==> src/rtl/camera_downsampler.sv <==
// OV7670 capture front end: packs RGB565 byte pairs into RGB332 pixels and
// generates frame-buffer write strobes/addresses for one stored frame.
module camera_downsampler #(
    parameter int SCREEN_WIDTH  = 176,
    parameter int SCREEN_HEIGHT = 144
) (
    input  logic        CLK,
    input  logic        RESET,
    input  logic [7:0]  CAM_DATA,
    input  logic        CAM_HREF,
    input  logic        CAM_VSYNC,
    output logic [7:0]  PIXEL_OUT,
    output logic        W_EN,
    output logic [14:0] WRITE_ADDR,
    output logic        FRAME_DONE,
    output logic        FRAME_ERR
);

    localparam int COL_W = $clog2(SCREEN_WIDTH + 1);
    localparam int ROW_W = $clog2(SCREEN_HEIGHT + 1);
    localparam logic [COL_W-1:0] COL_LIMIT   = COL_W'(SCREEN_WIDTH);
    localparam logic [COL_W-1:0] COL_ONE     = COL_W'(1);
    localparam logic [ROW_W-1:0] ROW_LIMIT   = ROW_W'(SCREEN_HEIGHT);
    localparam logic [ROW_W-1:0] ROW_ONE     = ROW_W'(1);
    localparam logic [14:0]      LINE_STRIDE = 15'(SCREEN_WIDTH);

    typedef enum logic [1:0] {
        WAIT_VSYNC,
        WAIT_FRAME,
        ACTIVE
    } state_t;

    state_t state, state_next;

    logic             href_prev;
    logic             vsync_prev;
    logic             phase;
    logic [5:0]       first_rg;
    logic [COL_W-1:0] col;
    logic [ROW_W-1:0] row;
    logic             extra_line;
    logic [14:0]      addr;
    logic [14:0]      row_base;

    logic start_frame;
    logic frame_end;
    logic line_end;
    logic capture;
    logic in_bounds;
    logic frame_bad;

    always_ff @(posedge CLK) begin
        if (RESET) begin
            state <= WAIT_VSYNC;
        end else begin
            state <= state_next;
        end
    end

    always_comb begin
        state_next  = state;
        start_frame = 1'b0;
        frame_end   = 1'b0;
        case (state)
            WAIT_VSYNC: begin
                if (CAM_VSYNC) begin
                    state_next = WAIT_FRAME;
                end
            end
            WAIT_FRAME: begin
                if (!CAM_VSYNC) begin
                    state_next  = ACTIVE;
                    start_frame = 1'b1;
                end
            end
            ACTIVE: begin
                if (CAM_VSYNC && !vsync_prev) begin
                    state_next = WAIT_FRAME;
                    frame_end  = 1'b1;
                end
            end
            default: begin
                state_next = WAIT_VSYNC;
            end
        endcase
    end

    // extra_line catches frames longer than the stored height, since row saturates
    always_comb begin
        line_end  = (state == ACTIVE) && href_prev && !CAM_HREF;
        capture   = (state == ACTIVE) && CAM_HREF;
        in_bounds = (col < COL_LIMIT) && (row < ROW_LIMIT);
        frame_bad = (row != ROW_LIMIT) || extra_line;
    end

    always_ff @(posedge CLK) begin
        if (RESET) begin
            href_prev  <= 1'b0;
            vsync_prev <= 1'b0;
            phase      <= 1'b0;
            first_rg   <= '0;
            col        <= '0;
            row        <= '0;
            extra_line <= 1'b0;
            addr       <= '0;
            row_base   <= '0;
            PIXEL_OUT  <= '0;
            W_EN       <= 1'b0;
            WRITE_ADDR <= '0;
            FRAME_DONE <= 1'b0;
            FRAME_ERR  <= 1'b0;
        end else begin
            W_EN       <= 1'b0;
            FRAME_DONE <= 1'b0;
            FRAME_ERR  <= 1'b0;
            href_prev  <= CAM_HREF;
            vsync_prev <= CAM_VSYNC;

            if (start_frame) begin
                col        <= '0;
                row        <= '0;
                extra_line <= 1'b0;
                addr       <= '0;
                row_base   <= '0;
                phase      <= 1'b0;
            end else if (line_end) begin
                // A dangling first byte is dropped by forcing phase back to 0
                col   <= '0;
                phase <= 1'b0;
                if (row != ROW_LIMIT) begin
                    row      <= row + ROW_ONE;
                    row_base <= row_base + LINE_STRIDE;
                    addr     <= row_base + LINE_STRIDE;
                end else begin
                    extra_line <= 1'b1;
                end
            end else if (capture) begin
                phase <= ~phase;
                if (!phase) begin
                    first_rg <= {CAM_DATA[7:5], CAM_DATA[2:0]};
                end else if (in_bounds) begin
                    PIXEL_OUT  <= {first_rg, CAM_DATA[4:3]};
                    WRITE_ADDR <= addr;
                    W_EN       <= 1'b1;
                    addr       <= addr + 15'd1;
                    col        <= col + COL_ONE;
                end
            end

            if (frame_end) begin
                FRAME_DONE <= 1'b1;
                FRAME_ERR  <= frame_bad;
            end
        end
    end

endmodule

==> config.mk <==
export PLATFORM = sky130hd
export DESIGN_NAME = camera_downsampler
export DESIGN_NICKNAME = d
export VERILOG_FILES = /design/src/rtl/camera_downsampler.sv
export SDC_FILE = /design/constraint.sdc
export NUM_CORES = 1
export LEC_CHECK = 0
export BUFFER_PORTS_ARGS = -buffer_cell sky130_fd_sc_hd__buf_2
export CAP_MARGIN = 20
export CORE_MARGIN = 1.5
export CORE_UTILIZATION = 35
export CTS_CLUSTER_SIZE = 14
export DETAILED_ROUTE_END_ITERATION = 6
export GPL_ROUTABILITY_DRIVEN = 0
export GPL_TIMING_DRIVEN = 0
export SLEW_MARGIN = 30
export SYNTH_ARGS = -nofsm -noshare
export SYNTH_HDL_FRONTEND = slang
export SYNTH_SLANG_ARGS = --single-unit
==> constraint.sdc <==
create_clock -name CLK -period 1.63 [get_ports CLK]
set_input_delay 0.163 -clock CLK [delete_from_list [all_inputs] [get_ports CLK]]
set_output_delay 0.163 -clock CLK [all_outputs]
set_load 0.05 [all_outputs]
* Word level (Yosys, flattened, before mapping)
Index checks and enable logic that the tools add are counted.
Operators by class: add/subtract/negate cells 4, magnitude comparators 2, equality and inequality tests 7, mux-type cells 15, bitwise logic cells 6, reductions and logical operators 23
Operator list (count):
- 15-bit two-way mux | 5
- 8-bit by 1-bit adder with 8-bit output (second input constant) | 2
- 8-bit less-than comparator (second input constant) | 2
- 15-bit by 1-bit adder with 15-bit output (second input constant) | 1
- 15-bit by 8-bit adder with 15-bit output (second input constant) | 1
- 8-bit != test (second input constant) | 1
- 4-bit AND reduction | 2
- 1-bit two-way mux | 6
- 2-bit two-way mux | 3
- 2-bit != test (second input constant) | 3
- 1-bit NOT | 6
- 2-bit one-hot mux with 3 select lines | 1
- 3-bit AND reduction | 2
- 2-bit nonzero test | 3
- 1-bit logical AND | 5
- 5-bit AND reduction | 1
- 5-bit OR reduction | 1
- 2-bit AND reduction | 2
- 2-bit OR reduction | 2
- 3-bit OR reduction | 1
- 2-bit by 1-bit == test with 1-bit output (second input constant) | 1
- 2-bit == test (second input constant) | 1
- 1-bit zero test | 2
- 2-bit zero test | 1
- other kinds (2) | 2
Storage, ports and cells: flip-flop bits (word level) 84, output and inout port bits 26, logic and storage cells 72

* Longest topological paths before layout
word-level depth 6, depth in mapped cells 8

* Worst setup path before layout
OpenSTA, ideal clock, no wires.
path kind reg-to-reg, start reg row[4], end reg col[6], setup time 0.073 ns, data arrival time 1.558 ns, required time 1.557 ns, setup slack 0.000 ns, cell stages (with the launch flop) 7, path buffers 1, path through dfxtp_1 o31ai_1 o2111a_1 buf_6 nand4_4 or4_1 a21oi_1
Between the ends: word-level cells in the longest chain between the ends 3
Ends and longest elaborated chain:
- start, declared | RTL line 40 | logic [ROW_W-1:0] row;
- start signal, assigned | RTL line 131 | row <= row + ROW_ONE;
- 8-bit less-than comparator | RTL line 92 | in_bounds = (col < COL_LIMIT) && (row < ROW_LIMIT);
- 1-bit logical AND | RTL line 92
- 3-bit AND reduction (no line)
- end signal, assigned | RTL line 146 | col <= col + COL_ONE;
- end, declared | RTL line 39 | logic [COL_W-1:0] col;
Every way passes these cells. A chain may end at the register's enable or synchronous reset.

* Worst setup path in the final report
start reg state[0], end reg col[6]
Between the ends: word-level cells in the longest chain between the ends 4, elaborated cells between the ends (all ways) 8
Ends and longest elaborated chain:
- start, declared | RTL line 33 | state_t state, state_next;
- start signal, assigned | RTL line 56 | state <= state_next;
- 2-bit == test | RTL line 90, 91
- 1-bit logical AND (2 in series) | RTL line 90 | line_end = (state == ACTIVE) && href_prev && !CAM_HREF;
- 3-bit OR reduction (no line)
Parallel ways exist; a longest one is shown, timed or not.

==> out/results.tsv <==
stage	metric	value	unit
floorplan	core region area	9770	um^2
setup_path	Crit. End Element	flip-flop	
floorplan	die width	104	um
yosys	dominant synthesized flop cell	dfxtp_1	
yosys	Post-Syn Nets	433	
route	DRT iter0 DRCs	173	
layout	area occupied by registers	1650	um^2
timing	Hold Vio Cnt, Final	0	
floorplan	Die Y	104	um
timing	RSZ-0062 raised after global routing	true	
run	Max Cap Viol	0	
placed_design	PortBufs	36	
setup_path	Crit Path Max Fanout	7	
run_status	status	complete, but fails checks	
route	total routed wirelength	9.62	mm
layout	n_diodes	0	
timing	max_slew headroom	0.593	
yosys	Post-Syn Area	3540	um^2
timing	Slew Limit Fails	0	
yosys	Yosys top cell by area	dfxtp_1	
cts	Num CTS Buffers	9	
yosys	yosys warns	0	
setup_path	kind of cell adding the most delay to the critical path	simple AND/OR/NAND/NOR gates	
cts	Hold Buf Count CTS	0	
floorplan	starting density of the core	0.362	
setup_path	CP required	1.94	ns
yosys	synth top area cells	dfxtp_1 45%, nand2_1 7.2%, a21oi_1 6.4%	
grt	pin count of the biggest net entering global routing	17	
layout	share of cells above drive strength 1	0.405	
setup_path	crit-path cells	and2b_2, o2111a_1, buf_6, nand4_4, or4_4, a21oi_2	
power_and_ir_drop	Worst VDD drop	0.355	mV
timing	tightest hold margin	0.0283	ns
layout	Fillers	911	
timing	fmax	584	MHz
timing	Worst Max-Slew Pin Slew	0.611	ns
placed_design	HPWL after DPL	5.87	mm
yosys	Post-synth EDFFs	0	
grt	Tot GR Track Use	0.168	
route	Via density	5.20	
yosys	post-synthesis average cell area	8.51	um^2
cts	CTS H-Tree Depth	3	
grt	first-pass GRT wire length	14.6	mm
route	drc violations	0	
route	TritonRoute pass-1 iters	5	
route	WL/cell	15.2	um
setup_path	Max stage delay on crit path	0.44	ns
timing	Setup-failing EPs final	21	
route	Final ANT Viol Nets	0	
power_and_ir_drop	Pleak	1.80	nW
layout	most frequent cells in the layout	58 x dfxtp_1, 55 x nand2_1, 39 x nor2_1	
placed_design	pre-CTS setup slack	-0.368	ns
floorplan	io pins	38	
power_and_ir_drop	PwrDens	739	nW/um^2
cts	worst skew pair latency	0.38	ns
setup_path	Crit Path Class	flip-flop to flip-flop	
yosys	Synth Register Bits	80	
setup_path	WP data arrival	2.02	ns
layout	utilization after layout	0.506	
layout	nets@finish	513	
cts	clock slew at reported path FFs	0.10	ns
yosys	Netlist cell types	52	
cts	clock root buffer	clkbuf_8	
timing	final worst path period share	1.05	
layout	area of the multi-input gates	2230	um^2
yosys	share of the synthesized area in the top cell type	0.452	
floorplan	die area	10700	um^2
cts	clock buffer depth	2	
timing	clk_skew	0.0152	ns
grt	gr ovfl total	0	
route	Vias	3297	
run_status	violated checks	setup timing	
setup_path	crit path max-delay cell type	or4_4	
yosys	sequential fraction of the synthesis area	0.452	
floorplan	row count	36	
setup_path	CP Buf/Inv Count	1	
timing	setup TNS	-0.524	ns
grt	initial antenna violation count	0	
timing	fin worst setup slack	-0.0819	ns
layout	Syn-to-layout area delta	39.6	%
layout	most common cell after layout, fill and taps aside	dfxtp_1	
min_path	min-delay worst type	input port to flip-flop	
power_and_ir_drop	Pwr Total	3.65	mW
cts	CTS sink count	80	
setup_path	Worst setup SP type	flip-flop	
yosys	Cells after Synth	416	
grt	vias in the first global route	3020	
timing	Period minus WS final	1.71	ns
cts	CTS tree	built	
setup_path	slack of the worst reg-to-reg path	-0.08	ns
yosys	ys async rst share	0	
[per-layer routing]
metal	wire length, um	share of wire	vias up	global-route usage
met5	0	0	-	0
met4	227	0.024	0	0.0734
met3	522	0.054	25	0.0359
met2	4550	0.47	110	0.266
met1	4320	0.45	1548	0.220
li1	-	-	1614	-
[kinds of logic (layout without fill, tap and decap cells)]
logic type	Yosys count	in the layout	share of synthesized area
and+or+nand+nor	172	173	0.233
muxes	9	9	0.0261
buffers and inverters	29	113	0.0375
xor gates and xnor gates	28	28	0.0693
DFF	80	80	0.452
AOI/OAI and AO/OA	93	93	0.164
adders and majority gates	5	5	0.0177
[power breakdown]
part	switching, mW	internal (mW)	total [mW]
Sequential	0.0110	1.95	1.96
Combinational	0.0897	0.0550	0.145
Clock	0.812	0.734	1.55
Total	0.913	2.74	3.65
[synth_stat cells, types with 6 or more instances]
library cell	instances
mux2i_1	7
inv_1	6
o21ai_0	12
clkbuf_1	13
nor3_1	7
xnor2_1	14
nor2_1	44
nand4_1	6
a21oi_1	45
buf_2	7
dfxtp_1	80
xor2_1	14
nand3_1	9
nand2_1	68
or3_1	9
[cell type report]
| cell class | instances | area share |
|---|---|---|
| clock buffers | 9 | 0.0251 |
| well taps | 133 | 0.0337 |
| flip-flops and latches | 80 | 0.334 |
| plain buffers | 21 | 0.0365 |
| repair buffers | 70 | 0.0995 |
| clock inverters | 7 | 0.0165 |
| inverters | 6 | 0.00456 |
| multi-input cells | 308 | 0.451 |
[final timing paths]
| path | start | end | cells past startpoint |
|---|---|---|---|
| hold reg to reg | first_rg[3] | PIXEL_OUT[5] | 2 |
| hold / removal | CAM_DATA[6] | first_rg[4] | 3 |
| setup / recovery | state[0] | col[6] | 6 |
| setup reg to reg | state[0] | col[6] | 6 |
[flip-flops by register name, indices dropped and copies added (netlist names), 2 cells and up]
signal,count
row,8
first_rg,6
addr,15
row_base,11
state,2
WRITE_ADDR,15
PIXEL_OUT,8
col,8
[worst min-delay path, stage by stage]
cell     delay [ns]
buf_2          0.08
mux2i_1        0.06
nor2_1         0.07
[stage by stage]
stage	instances	area, um^2
finish	634	4940
global route	634	4940
CTS	618	4470
detailed placement	585	3890
global placement	585	3890
floorplan	416	3540
[timing repair]
action | CTS | global route
endpoints found under the setup margin | 74 | 68
cloned | 1 | 4
endpoints found under the hold margin | 0 | 0
pin swaps | 17 | 25
gates resized for setup | 73 | 91
buffers inserted | 18 | 13
(Power assumes the default switching activity.)
